==> config.mk <==
export PLATFORM = sky130hd
export DESIGN_NAME = capture_ctrl_flat
export DESIGN_NICKNAME = d
export VERILOG_FILES = /design/src/rtl/capture_if.sv /design/src/rtl/capture_ctrl.sv /design/src/flat_wrapper.sv
export SDC_FILE = /design/constraint.sdc
export NUM_CORES = 1
export LEC_CHECK = 0
export CORE_AREA = 5 5 84 86
export CTS_CLUSTER_SIZE = 20
export DETAILED_ROUTE_END_ITERATION = 12
export DIE_AREA = 0 0 89 91
export DONT_BUFFER_PORTS = 1
export PLACE_DENSITY = 0.66
export SYNTH_ARGS = -nofsm -noshare
export SYNTH_HDL_FRONTEND = slang
export SYNTH_SLANG_ARGS = --single-unit
==> constraint.sdc <==
create_clock -name clk -period 2.64 [get_ports clk]
set_input_delay 0.528 -clock clk [delete_from_list [all_inputs] [get_ports clk]]
set_output_delay 0.528 -clock clk [all_outputs]
set_load 0.005 [all_outputs]
==> src/rtl/capture_if.sv <==
// capture_if: bundles the capture controller's control inputs and sample-RAM
// write outputs so the controller and its environment share one port.
//
// Signals (directions as seen from the slave, i.e. the controller):
//   run          in   capture-enable level from the config register
//   wrt_smpl     in   one-cycle strobe: a decimated sample is valid this cycle
//   triggered    in   sticky trigger flag from the trigger logic
//   trig_pos     in   number of post-trigger samples to keep
//   clr_cap_done in   host acknowledge pulse
//   we           out  sample RAM write enable
//   waddr        out  sample RAM write address
//   armed        out  enables the trigger logic
//   capture_done out  sticky capture-complete flag
//   run_clr      out  one-cycle pulse clearing the run bit
//   last_addr    out  address of the final sample written
//
// Handshake: there is no back-pressure. wrt_smpl is a strobe; when the
// controller is capturing, the sample is taken on the same cycle (we follows
// wrt_smpl combinationally) and waddr advances on the next rising clk edge.
// run_clr and clr_cap_done are single-cycle pulses; run, triggered and
// capture_done are levels.
interface capture_if #(
  parameter int AW = 9
);
  logic          run;
  logic          wrt_smpl;
  logic          triggered;
  logic [AW-1:0] trig_pos;
  logic          clr_cap_done;
  logic          we;
  logic [AW-1:0] waddr;
  logic          armed;
  logic          capture_done;
  logic          run_clr;
  logic [AW-1:0] last_addr;

  modport master (
    output run, wrt_smpl, triggered, trig_pos, clr_cap_done,
    input  we, waddr, armed, capture_done, run_clr, last_addr
  );

  modport slave (
    input  run, wrt_smpl, triggered, trig_pos, clr_cap_done,
    output we, waddr, armed, capture_done, run_clr, last_addr
  );
endinterface

==> src/rtl/capture_ctrl.sv <==
// capture_ctrl: logic-analyser capture controller. Writes decimated samples
// into a circular sample RAM, arms the trigger once enough pre-trigger history
// has been collected, keeps trig_pos post-trigger samples, then stops and
// reports the final write address so the dump can start at last_addr+1.
//
// Ports:
//   clk        in   system clock, all state updates on its rising edge
//   rst_n      in   asynchronous active-low reset
//   cap        capture_if.slave (see capture_if for signal list)
//   dbg_state  out  current FSM state (0 IDLE, 1 CAPTURE, 2 DONE)
module capture_ctrl #(
  parameter int ENTRIES = 384,
  parameter int AW      = 9
) (
  input  logic       clk,
  input  logic       rst_n,
  capture_if.slave   cap,
  output logic [1:0] dbg_state
);

  typedef enum logic [1:0] {
    IDLE    = 2'd0,
    CAPTURE = 2'd1,
    DONE    = 2'd2
  } state_t;

  localparam logic [AW:0]   ENT_C    = (AW+1)'(ENTRIES);
  localparam logic [AW-1:0] TOP_ADDR = AW'(ENTRIES - 1);

  state_t        state_q, state_d;
  logic [AW-1:0] waddr_q, waddr_d;
  logic [AW-1:0] last_q, last_d;
  logic [AW-1:0] trig_cnt_q, trig_cnt_d;
  logic [AW:0]   smpl_q, smpl_d;
  logic          armed_q, armed_d;
  logic          done_q, done_d;
  logic          rclr_q, rclr_d;

  logic [AW-1:0] tp;
  logic [AW-1:0] waddr_inc, waddr_dec;
  logic [AW:0]   smpl_inc;
  logic          trig_hit, stop_now, final_wr, arm_hit, we_c;

  // Post-trigger depth can never exceed ENTRIES-1, otherwise the pre-trigger
  // window would be empty and the trigger could never arm.
  assign tp        = (cap.trig_pos > TOP_ADDR) ? TOP_ADDR : cap.trig_pos;
  assign waddr_inc = (waddr_q == TOP_ADDR) ? '0 : waddr_q + AW'(1);
  assign waddr_dec = (waddr_q == '0) ? TOP_ADDR : waddr_q - AW'(1);
  assign smpl_inc  = (smpl_q >= ENT_C) ? ENT_C : smpl_q + (AW+1)'(1);

  assign trig_hit  = armed_q && cap.triggered;
  // With zero post-trigger samples the capture ends on the trigger itself,
  // so the strobe in that cycle must not reach the RAM.
  assign stop_now  = trig_hit && (tp == '0);
  assign we_c      = (state_q == CAPTURE) && cap.wrt_smpl && !stop_now;
  // >= rather than == so a trig_pos lowered mid-capture still terminates.
  assign final_wr  = we_c && trig_hit && (tp != '0) &&
                     (({1'b0, trig_cnt_q} + (AW+1)'(1)) >= {1'b0, tp});
  assign arm_hit   = smpl_inc >= (ENT_C - {1'b0, tp});

  always_comb begin
    state_d    = state_q;
    waddr_d    = waddr_q;
    last_d     = last_q;
    trig_cnt_d = trig_cnt_q;
    smpl_d     = smpl_q;
    armed_d    = armed_q;
    done_d     = done_q;
    rclr_d     = 1'b0;

    case (state_q)
      IDLE: begin
        if (cap.run && !done_q) begin
          state_d    = CAPTURE;
          smpl_d     = '0;
          trig_cnt_d = '0;
          armed_d    = 1'b0;
        end
      end

      CAPTURE: begin
        if (we_c) begin
          waddr_d = waddr_inc;
          smpl_d  = smpl_inc;
          if (arm_hit) armed_d = 1'b1;
          if (trig_hit) trig_cnt_d = trig_cnt_q + AW'(1);
        end
        if (!cap.run) begin
          state_d = IDLE;
          armed_d = 1'b0;
        end else if (stop_now) begin
          state_d = DONE;
          done_d  = 1'b1;
          rclr_d  = 1'b1;
          last_d  = waddr_dec;
        end else if (final_wr) begin
          state_d = DONE;
          done_d  = 1'b1;
          rclr_d  = 1'b1;
          last_d  = waddr_q;
        end
      end

      DONE: begin
        if (cap.clr_cap_done) begin
          state_d = IDLE;
          done_d  = 1'b0;
        end
      end

      default: state_d = IDLE;
    endcase
  end

  always_ff @(posedge clk or negedge rst_n) begin
    if (!rst_n) begin
      state_q    <= IDLE;
      waddr_q    <= '0;
      last_q     <= '0;
      trig_cnt_q <= '0;
      smpl_q     <= '0;
      armed_q    <= 1'b0;
      done_q     <= 1'b0;
      rclr_q     <= 1'b0;
    end else begin
      state_q    <= state_d;
      waddr_q    <= waddr_d;
      last_q     <= last_d;
      trig_cnt_q <= trig_cnt_d;
      smpl_q     <= smpl_d;
      armed_q    <= armed_d;
      done_q     <= done_d;
      rclr_q     <= rclr_d;
    end
  end

  assign cap.we           = we_c;
  assign cap.waddr        = waddr_q;
  assign cap.armed        = armed_q;
  assign cap.capture_done = done_q;
  assign cap.run_clr      = rclr_q;
  assign cap.last_addr    = last_q;
  assign dbg_state        = state_q;

endmodule

==> src/flat_wrapper.sv <==
// flat-port wrapper written by rule: the top's interface ports become plain ports
module capture_ctrl_flat 
#(
  parameter int ENTRIES = 384,
  parameter int AW      = 9
)
  (clk, rst_n, dbg_state, cap_run, cap_wrt_smpl, cap_triggered, cap_trig_pos, cap_clr_cap_done, cap_we, cap_waddr, cap_armed, cap_capture_done, cap_run_clr, cap_last_addr);
  capture_if #(.AW(AW)) cap_i ();
  input  logic clk;
  input  logic rst_n;
  output logic [1:0] dbg_state;
  input wire logic [$bits(cap_i.run)-1:0] cap_run;
  input wire logic [$bits(cap_i.wrt_smpl)-1:0] cap_wrt_smpl;
  input wire logic [$bits(cap_i.triggered)-1:0] cap_triggered;
  input wire logic [$bits(cap_i.trig_pos)-1:0] cap_trig_pos;
  input wire logic [$bits(cap_i.clr_cap_done)-1:0] cap_clr_cap_done;
  output wire logic [$bits(cap_i.we)-1:0] cap_we;
  output wire logic [$bits(cap_i.waddr)-1:0] cap_waddr;
  output wire logic [$bits(cap_i.armed)-1:0] cap_armed;
  output wire logic [$bits(cap_i.capture_done)-1:0] cap_capture_done;
  output wire logic [$bits(cap_i.run_clr)-1:0] cap_run_clr;
  output wire logic [$bits(cap_i.last_addr)-1:0] cap_last_addr;
  assign cap_i.run = cap_run;
  assign cap_i.wrt_smpl = cap_wrt_smpl;
  assign cap_i.triggered = cap_triggered;
  assign cap_i.trig_pos = cap_trig_pos;
  assign cap_i.clr_cap_done = cap_clr_cap_done;
  assign cap_we = cap_i.we;
  assign cap_waddr = cap_i.waddr;
  assign cap_armed = cap_i.armed;
  assign cap_capture_done = cap_i.capture_done;
  assign cap_run_clr = cap_i.run_clr;
  assign cap_last_addr = cap_i.last_addr;
  capture_ctrl #(.ENTRIES(ENTRIES), .AW(AW)) u_core (.clk(clk), .rst_n(rst_n), .cap(cap_i), .dbg_state(dbg_state));
endmodule
# After elaboration in Yosys (flattened, before gate mapping)
# Cells that the tools add are included.
# classes
n_addsub,6
n_mux,33
order_cmp,4
n_eq_ne,12
n_reduce_logical,24
# op_table
operator,n
9-bit 2-to-1 mux,8
10-bit 2-to-1 mux,3
10-bit case mux with 2 select lines,1
"9-bit by 1-bit adder with 9-bit output, second input constant",2
9-bit zero test,2
9-bit case mux with 2 select lines,1
1-bit 2-to-1 mux,12
4-bit AND reduction,3
"10-bit by 1-bit adder with 10-bit output, second input constant",1
"9-bit by 1-bit adder with 10-bit output, second input constant",1
10-bit >= comparator,1
10-bit by 9-bit >= comparator with 1-bit output,1
"10-bit by 9-bit >= comparator with 1-bit output, second input constant",1
2-bit 2-to-1 mux,5
"9-bit by 9-bit subtractor with 10-bit output, first input constant",1
"9-bit == test, second input constant",1
"9-bit > comparator, second input constant",1
3-bit AND reduction,3
9-bit nonzero test,1
"9-bit by 1-bit subtractor with 9-bit output, second input constant",1
1-bit logical AND,8
"2-bit by 1-bit != test with 1-bit output, second input constant",3
"3-bit by 2-bit != test with 1-bit output, second input constant",2
2-bit case mux with 3 select lines,1
10 further kinds,15
# totals
register_bits,42
out_inout_bits,24
wordCells,87
in_bits,15

# Longest topological paths before layout
# Gate-level depths: netlist of the first run.
# logic_depth
word_depth,13
depth_mapped,13
depth_no_buf,13

# Least setup slack after synthesis of the first run
# No wires, ideal clock.
# synth_path
path_kind,register to register
from,register u_core.trig_cnt_q[2]
to,"register u_core.last_q[0], in the netlist u_core.cap.last_addr[0]"
setup_slack_ps,-179
arrival_ps,2694
path_buffers,1
setup_ps,125
period_less_slack_ps,2819
required_ps,2515
path_stages_with_launch,13
path_cell_list,dfrtp_1 -> and4_1 -> and3_1 -> nand2_1 -> xnor2_1 -> ha_1 -> nand3_1 -> or3_1 -> o221ai_1 -> o21ai_1 -> a21boi_0 -> buf_4 -> mux2_2
# synth_between
elab_chain_cells,5
# synth_rtl
element,line_no,rtl
from (decl),capture_ctrl.sv:33,"logic [AW-1:0] trig_cnt_q, trig_cnt_d;"
from (signal assigned),capture_ctrl.sv:129,trig_cnt_q <= trig_cnt_d;
9-bit by 1-bit adder with 10-bit output,capture_ctrl.sv:58,"(({1'b0, trig_cnt_q} + (AW+1)'(1)) >= {1'b0, tp});"
10-bit by 9-bit >= comparator with 1-bit output,capture_ctrl.sv:58,
1-bit logical AND,capture_ctrl.sv:57,assign final_wr = we_c && trig_hit && (tp != '0) &&
2-bit nonzero test (no source line),-,
3-bit AND reduction (no source line),-,
to (signal assigned),capture_ctrl.sv:128,last_q <= last_d;
to (decl),capture_ctrl.sv:32,"logic [AW-1:0] last_q, last_d;"
# No other way between the ends.
# A chain may end at the register's enable or synchronous reset.

# Final worst setup path of the first run
# layout_path
from,register u_core.trig_cnt_q[4]
to,"register u_core.last_q[4], in the netlist u_core.cap.last_addr[4]"
# The elaborated chain is that of the path after synthesis.

==> qor_table.md, run 1 <==
| Parameter | This run | Unit |
|:---|:---|:---|
| Outcome | finished, violations left | - |
| Violations in the final reports | setup timing | - |
| Number of buffers added on ports | 0 | - |
| Clock tree sinks | 42 | - |
| Area share of and/or/nand/nor cells after synthesis | 0.2233 | - |
| Clk network pwr share | 0.363 | - |
| Cell with the most instances after synthesis | sky130_fd_sc_hd__dfrtp_1 | - |
| Die Area | 8099 | um2 |
| Slew @ Worst Pin | 566.6 | ps |
| Unrepaired setup endpoints after global routing | yes | - |
| Tightest hold margin | 62.24 | ps |
| Leading area contributor after synthesis | sky130_fd_sc_hd__dfrtp_1 | - |
| Final Cycle Share | 1.090 | - |
| Placement-stage cell area | 3332 | um2 |
| Post-Synthesis Cell Area | 2980 | um2 |
| Grt met3 use | 0.04977 | - |
| Routed via count | 2433 | - |
| Antenna fix cells | 0 | - |
| Most numerous cell types in the synthesized netlist | sky130_fd_sc_hd__dfrtp_1, sky130_fd_sc_hd__nand2_1, sky130_fd_sc_hd__ha_1 | - |
| Max-cap violations | 0 | - |
| Fin. max-slew vios | 0 | - |
| Fillcell total | 547 | - |
| Synth Register Bits | 42 | - |
| Vias per inst | 5.542 | - |
| Most crowded layer after global routing | met2 | - |
| I/O pins | 39 | - |
| Via count of the first global-routing pass | 2459 | - |
| Hpwl dp | 5144 | um |
| Power, Total | 0.001144 | W |
| Largest family of logic cells by synthesized area | simple AND/OR/NAND/NOR gates | - |
| Post-route antenna net violation count | 0 | - |
| Global Route met2 Usage | 0.2946 | - |
| Post-synth cell types | 56 | - |
| Seq pwr share | 0.562 | - |
| Detailed-route wire length | 6838 | um |
| Share of post-route cells with drive strength above 1 | 0.2348 | - |
| Final worst clock skew | 9.039 | ps |
| Multi-input logic area | 1934 | um2 |
| First-pass iteration count of the detailed router | 4 | - |
| Synthesized-area fraction occupied by ao, oa, aoi and oai cells | 0.1364 | - |
| Arrival time at the worst endpoint | 3070 | ps |
| Starting density of the core | 0.4803 | - |
| Global route overflow | 0 | - |
| Overall die height | 91 | um |
| Met1 track utilization from global routing | 0.2463 | - |
| Final setup violation count | 11 | - |
| Root Buffer | sky130_fd_sc_hd__clkbuf_8 | - |
| Arithmetic-cell share of the synthesized area counting full adders, half adders and majority gates | 0.1175 | - |
| Worst slew margin relative to its limit | 0.6183 | - |
| Reported net switching power | 0.0002741 | W |
| Clock latency at the later pin of the worst-skew pair | 300 | ps |
| Crit path cell chain | and4_4 -> and3_4 -> nand2_4 -> xnor2_2 -> ha_1 -> nand3_2 -> or3_1 -> o221ai_2 -> o21ai_2 -> a21boi_2 -> buf_6 -> mux2_2 | - |
| Post-route cell area | 3581 | um2 |
| Share of cell area taken by muxes after synthesis | 0.04828 | - |
| Nature of the critical path startpoint | register | - |
| Clock-pin slew on the worst setup and hold paths | 90 | ps |
| Synth top area share | 0.3526 | - |
| Final net count | 404 | - |
| Worst setup slack after placement | -228.0 | ps |
| Main area contributors after synthesis | sky130_fd_sc_hd__dfrtp_1, sky130_fd_sc_hd__ha_1, sky130_fd_sc_hd__xnor2_1 | - |
| Number of antenna violations at the first check in global routing | 0 | - |
| Routed length per instance | 15.58 | um |
| Worst-case vdd ir drop | 0.2275 | mV |
| Total internal power | 0.0008700 | W |
| Clk buf depth | 2 | - |
| Worst setup margin | -238.7 | ps |
| Buffering stage count on the worst path with inverters included | 1 | - |
| Hold violation total from the final report | 0 | - |
| Number of design rule violations left after detail routing | 0 | - |
| Combined global-route utilization of all metal layers | 0.1828 | - |
| Capturing element type of the critical path | register | - |
| Top fanout value on the critical path | 5 | - |
| Inserted Clock Buffers | 5 | - |
| Setup tns final | -2052 | ps |
| Register area | 1051 | um2 |
| Number of synthesized flops with an enable pin | 0 | - |
| Synth Net Count | 369 | - |
| Core Rows | 29 | - |
| Area of the core | 6205 | um2 |
| Growth of design area from synthesis to finish | 20.15 | % |
| Master of the slowest instance on the critical path | sky130_fd_sc_hd__dfrtp_1 | - |
| Standby leakage power | 1.810 | nW |
| Delay-heaviest family, CP | simple AND/OR/NAND/NOR gates | - |
| CTS H-Tree Depth | 2 | - |
| Share of total power in combinational logic | 0.075 | - |
| Number of warning messages in the yosys log | 0 | - |
| Slowest cell delay on critical path | 380 | ps |
| Minimum clock period after layout | 2879 | ps |
| Drt first-iter violations | 71 | - |
| Largest net degree at the start of global routing | 43 | - |
| Share of synthesized area occupied by flip-flops and latches | 0.3526 | - |
| Xor and xnor area share after synthesis | 0.08228 | - |
| Global placement routability congestion | 0.8342 | - |
| Power density of the placed cells | 319.5 | nW/um2 |
| Sw Ratio | 0.2396 | - |
| Data required time of the worst path | 2830 | ps |
| Ys async rst share | 1.000 | - |
| First-pass GRT wire length | 11910 | um |
| CTS tree | built | - |
| Overall die width | 89 | um |
| Gate count after technology mapping | 326 | - |
| Per-instance average area after synthesis | 9.142 | um2 |
| HP Class | in -> async | - |
| Highest clock rate | 347.4 | MHz |
| Most common flop cell mapped by yosys | sky130_fd_sc_hd__dfrtp_1 | - |
| Critical path start-end classification | reg -> reg | - |
## cells in the final DEF (no fill, tap or decap), types with 4 or more instances in the layout
| master | n |
|---|---|
| sky130_fd_sc_hd__nand2b_1 | 4 |
| sky130_fd_sc_hd__nand4_1 | 4 |
| sky130_fd_sc_hd__mux2_4 | 4 |
| sky130_fd_sc_hd__a21o_1 | 7 |
| sky130_fd_sc_hd__buf_6 | 4 |
| sky130_fd_sc_hd__and2_1 | 4 |
| sky130_fd_sc_hd__inv_1 | 17 |
| sky130_fd_sc_hd__nor2_1 | 18 |
| sky130_fd_sc_hd__xnor2_1 | 16 |
| sky130_fd_sc_hd__o31ai_1 | 6 |
| sky130_fd_sc_hd__nand3_1 | 22 |
| sky130_fd_sc_hd__nand2_1 | 35 |
| sky130_fd_sc_hd__dfrtp_1 | 42 |
| sky130_fd_sc_hd__a21oi_1 | 9 |
| sky130_fd_sc_hd__and3_1 | 9 |
| sky130_fd_sc_hd__o21ai_0 | 13 |
| sky130_fd_sc_hd__nor3_1 | 7 |
| sky130_fd_sc_hd__ha_1 | 26 |
| sky130_fd_sc_hd__clkbuf_8 | 5 |
| sky130_fd_sc_hd__buf_4 | 31 |
| sky130_fd_sc_hd__mux2_2 | 7 |
| sky130_fd_sc_hd__xor2_1 | 11 |
## layout make-up
cell class                      instances  area share
Clock buffer                            6     0.02027
Clock inverter                          2    0.003843
Inverter                               18     0.01887
Multi-Input combinational cell        256      0.5402
Sequential cell                        42      0.2935
Tap cell                               77     0.02690
Timing Repair Buffer                   38     0.09644
## kinds of logic (layout without fill, tap and decap cells)
kind of cell / count (synthesis) / in the layout
adders and majority gates: 28 / 28
DFF: 42 / 42
and+or+nand+nor: 126 / 126
muxes: 13 / 13
xor gates and xnor gates: 28 / 28
buffers and inverters: 28 / 64
other: 2 / 2
AOI/OAI and AO/OA: 59 / 59
## path summary, 6_finish.rpt
path / start / slack (ps) / cells past startpoint / to
min in group clk: cap_clr_cap_done / 460 / 3 / u_core.cap.capture_done
hold / removal: rst_n / 60 / 1 / u_core.trig_cnt_q[8]
max in group asynchronous: rst_n / 2360 / 1 / u_core.smpl_q[6]
hold reg to reg: u_core.cap.last_addr[2] / 540 / 1 / u_core.cap.last_addr[2]
setup reg to reg: u_core.trig_cnt_q[4] / -240 / 12 / u_core.cap.last_addr[4]
setup / recovery: u_core.trig_cnt_q[4] / -240 / 12 / u_core.cap.last_addr[4]
## per-layer routing
| metal | vias to the layer above | wire, um |
|---|---|---|
| li1 | 1234 | - |
| met1 | 1160 | 3095 |
| met2 | 34 | 3343 |
| met3 | 5 | 363 |
| met4 | 0 | 36 |
| met5 | - | 0 |
## flip-flops by register name (all words and copies together) (netlist names)
signal / flops
u_core.cap.last_addr: 9
u_core.smpl_q: 10
u_core.cap.armed: 1
u_core.dbg_state: 2
u_core.trig_cnt_q: 9
u_core.cap.capture_done: 1
u_core.cap.run_clr: 1
u_core.cap.waddr: 9
## power groups by stage
| stage | registers [W] | logic, W | clock network (W) |
|---|---|---|---|
| 2_1_floorplan | 0.000656 | 0.0000491 | 0 |
| 3_3_place_gp | 0.000656 | 0.0000634 | 0 |
| 3_5_place_dp | 0.000656 | 0.0000653 | 0 |
| 4_1_cts | 0.000643 | 0.0000855 | 0.000435 |
| 5_1_grt | 0.000643 | 0.0000987 | 0.000465 |
| 6_report | 0.000643 | 0.0000857 | 0.000416 |
## metrics by stage
step / std cells / util
final: 439 / 0.5771
after global routing: 439 / 0.5771
after CTS: 438 / 0.5683
after detailed placement: 425 / 0.5370
after global placement: 425 / 0.5370
after floorplan: 326 / -
## repair_timing
action,CTS,global route
gates cloned,1,0
endpoints found under the setup margin,11,12
buffers inserted,4,2
hold buffers,1,0
endpoints found under the hold margin,42,0
resized for setup,16,8
pin swaps,6,4
Power figures use the tool's default switching activity.
==> run 2: changes to the inputs <==
--- a/config.mk
+++ b/config.mk
@@ -5,12 +5,15 @@
 export SDC_FILE = /design/constraint.sdc
 export NUM_CORES = 1
 export LEC_CHECK = 0
-export CORE_AREA = 5 5 84 86
+export CELL_PAD_IN_SITES_DETAIL_PLACEMENT = 0
+export CELL_PAD_IN_SITES_GLOBAL_PLACEMENT = 2
+export CORE_AREA = 5 5 97 99
 export CTS_CLUSTER_SIZE = 20
 export DETAILED_ROUTE_END_ITERATION = 12
-export DIE_AREA = 0 0 89 91
+export DIE_AREA = 0 0 102 104
 export DONT_BUFFER_PORTS = 1
-export PLACE_DENSITY = 0.66
+export PLACE_DENSITY_LB_ADDON = 0.1
+export SLEW_MARGIN = 10
 export SYNTH_ARGS = -nofsm -noshare
 export SYNTH_HDL_FRONTEND = slang
 export SYNTH_SLANG_ARGS = --single-unit
==> run 2 against run 1 <==
  * The flow still finishes with violations (setup timing)
  * Routed wire length up 12%
  * Clock skew up 3.2 ps
  * Die area up 31%
  * Non-clock buffer count up 7
  * Sequential cell count did not move
  * Fmax is 1.5% higher
  * Total power increased by 2.0%
  * Worst setup slack gained 42 ps
  * Register-to-register slack gained 40 ps
  * Critical endpoint unchanged
==> qor_table.md, run 2 (synthesis gave the netlist of run 1 again) <==
| Parameter | This run | Unit |
|:---|:---|:---|
| Most frequent cells in the layout | sky130_fd_sc_hd__dfrtp_1, sky130_fd_sc_hd__buf_4, sky130_fd_sc_hd__nand2_1 | - |
| Grt met3 use | 0.03823 | - |
| Worst setup slack after placement | -233.8 | ps |
| Share of post-route cells with drive strength above 1 | 0.2575 | - |
| Overall die height | 104 | um |
| Placement-stage cell area | 3408 | um2 |
| Top fanout value on the critical path | 5 | - |
| Largest net degree at the start of global routing | 43 | - |
| Combined global-route utilization of all metal layers | 0.1502 | - |
| Max-cap violations | 0 | - |
| Clock-pin slew on the worst setup and hold paths | 90 | ps |
| Power density of the placed cells | 316.5 | nW/um2 |
| Drt first-iter violations | 73 | - |
| Clk buf depth | 2 | - |
| Final worst clock skew | 12.26 | ps |
| First-pass iteration count of the detailed router | 4 | - |
| Final net count | 411 | - |
| Met1 track utilization from global routing | 0.2109 | - |
| Number of design rule violations left after detail routing | 0 | - |
| Global Route met2 Usage | 0.2317 | - |
| Routed via count | 2469 | - |
| Antenna fix cells | 0 | - |
| Worst setup margin | -196.9 | ps |
| Tightest hold margin | 66.23 | ps |
| Post-route cell area | 3689 | um2 |
| Power, Total | 0.001167 | W |
| CTS H-Tree Depth | 2 | - |
| Most crowded layer after global routing | met2 | - |
| Hold violation total from the final report | 0 | - |
| Highest clock rate | 352.5 | MHz |
| Arrival time at the worst endpoint | 3030 | ps |
| Fillcell total | 819 | - |
| Slew @ Worst Pin | 594.1 | ps |
| Detailed-route wire length | 7659 | um |
| Area of the core | 8466 | um2 |
| Most frequent standard cell in the layout excluding fill and tap cells | sky130_fd_sc_hd__dfrtp_1 | - |
| Final Cycle Share | 1.075 | - |
| Worst-case vdd ir drop | 0.2301 | mV |
| Clock latency at the later pin of the worst-skew pair | 300 | ps |
| I/O pins | 39 | - |
| Critical path start-end classification | reg -> reg | - |
| Violations in the final reports | setup timing | - |
| Data required time of the worst path | 2830 | ps |
| Clock tree sinks | 42 | - |
| Minimum clock period after layout | 2837 | ps |
| Core Rows | 34 | - |
| Global route overflow | 0 | - |
| Inserted Clock Buffers | 5 | - |
| Unrepaired setup endpoints after global routing | yes | - |
| Die Area | 10610 | um2 |
| CTS tree | built | - |
| Number of buffers added on ports | 0 | - |
| Outcome | finished, violations left | - |
| Root Buffer | sky130_fd_sc_hd__clkbuf_8 | - |
| First-pass GRT wire length | 12760 | um |
| Register ranked first by flip-flop count | u_core.smpl_q | - |
| Via count of the first global-routing pass | 2457 | - |
| Number of flip-flops in the largest register | 10 | - |
| Setup slack, reg-to-reg | -200 | ps |
| Hpwl dp | 5726 | um |
| Overall die width | 102 | um |
| Starting density of the core | 0.3521 | - |
| Post-route antenna net violation count | 0 | - |
| Capturing element type of the critical path | register | - |
| Final setup violation count | 10 | - |
| Nature of the critical path startpoint | register | - |
| Global placement routability congestion | 0.8093 | - |
| Growth of design area from synthesis to finish | 23.76 | % |
| Fin. max-slew vios | 0 | - |
| Slowest cell delay on critical path | 360 | ps |
| Worst slew margin relative to its limit | 0.5998 | - |
| Standby leakage power | 1.834 | nW |
| Post-Route Utilization | 0.4357 | - |
| HP Class | in -> async | - |
| Number of antenna violations at the first check in global routing | 0 | - |
| Crit path cell chain | and4_4 -> and3_4 -> nand2_2 -> xnor2_2 -> ha_1 -> nand3_2 -> or3_1 -> o221ai_2 -> o21ai_2 -> a21boi_2 -> buf_6 -> mux2_2 | - |
| Master of the slowest instance on the critical path | sky130_fd_sc_hd__or3_1 | - |
| Routed length per instance | 16.06 | um |
| Vias per inst | 5.176 | - |
[run 2: cell type report]
class | instances | area (um2) | area share
Clock buffer | 5 | 68.82 | 0.01866
Sequential cell | 42 | 1051 | 0.2849
Timing Repair Buffer | 45 | 397.9 | 0.1079
Multi-Input combinational cell | 256 | 1947 | 0.5278
Tap cell | 108 | 135.1 | 0.03664
Inverter | 18 | 67.56 | 0.01832
Clock inverter | 3 | 21.27 | 0.005767
[run 2: final timing paths]
kind,startpoint,to,cells after the start
max,u_core.trig_cnt_q[5],u_core.cap.last_addr[4],12
min,rst_n,u_core.smpl_q[0],1
max reg2reg,u_core.trig_cnt_q[5],u_core.cap.last_addr[4],12
min reg2reg,u_core.cap.last_addr[6],u_core.cap.last_addr[6],1
max in group asynchronous,rst_n,u_core.cap.armed,1
min in group clk,cap_clr_cap_done,u_core.cap.capture_done,3
[run 2: layer usage]
layer | part of all wire | up-vias
li1 | - | 1250
met1 | 0.48 | 1175
met2 | 0.46 | 35
met3 | 0.047 | 9
met4 | 0.013 | 0
met5 | 0 | -
[run 2: what timing repair did]
| item | 4_1_cts | 5_1_grt |
|---|---|---|
| cloned | 1 | 0 |
| setup buffers | 6 | 4 |
| pin swaps | 7 | 4 |
| hold buffers | 1 | 0 |
| resized for setup | 21 | 6 |
| setup endpoints to repair | 11 | 13 |
| hold endpoints to repair | 42 | 0 |
[run 2: through the flow]
| step | TNS (ps) | cells |
|---|---|---|
| 2_1_floorplan | -878.5 | 326 |
| 3_5_place_dp | -2255 | 461 |
| 6_report | -1530 | 477 |
| 5_1_grt | -3157 | 477 |
| 3_3_place_gp | -1919 | 461 |
| 4_1_cts | -1717 | 475 |
[run 2: critical path, delay by kind of cell, from the launching register on]
kind | cells | cell delay, ps
buffers and inverters | 1 | 170
and+or+nand+nor | 5 | 910
AOI/OAI and AO/OA | 3 | 530
xor gates and xnor gates | 1 | 140
muxes | 1 | 330
DFF | 1 | 350
adders and majority gates | 1 | 310
[run 2: power breakdown]
group / internal (W) / leakage (nW) / switching, W
Sequential: 0.000643 / 0.566 / 0
Combinational: 0.0000410 / 1.22 / 0.0000475
Clock: 0.000186 / 0.0441 / 0.000250
Total: 0.000870 / 1.83 / 0.000297
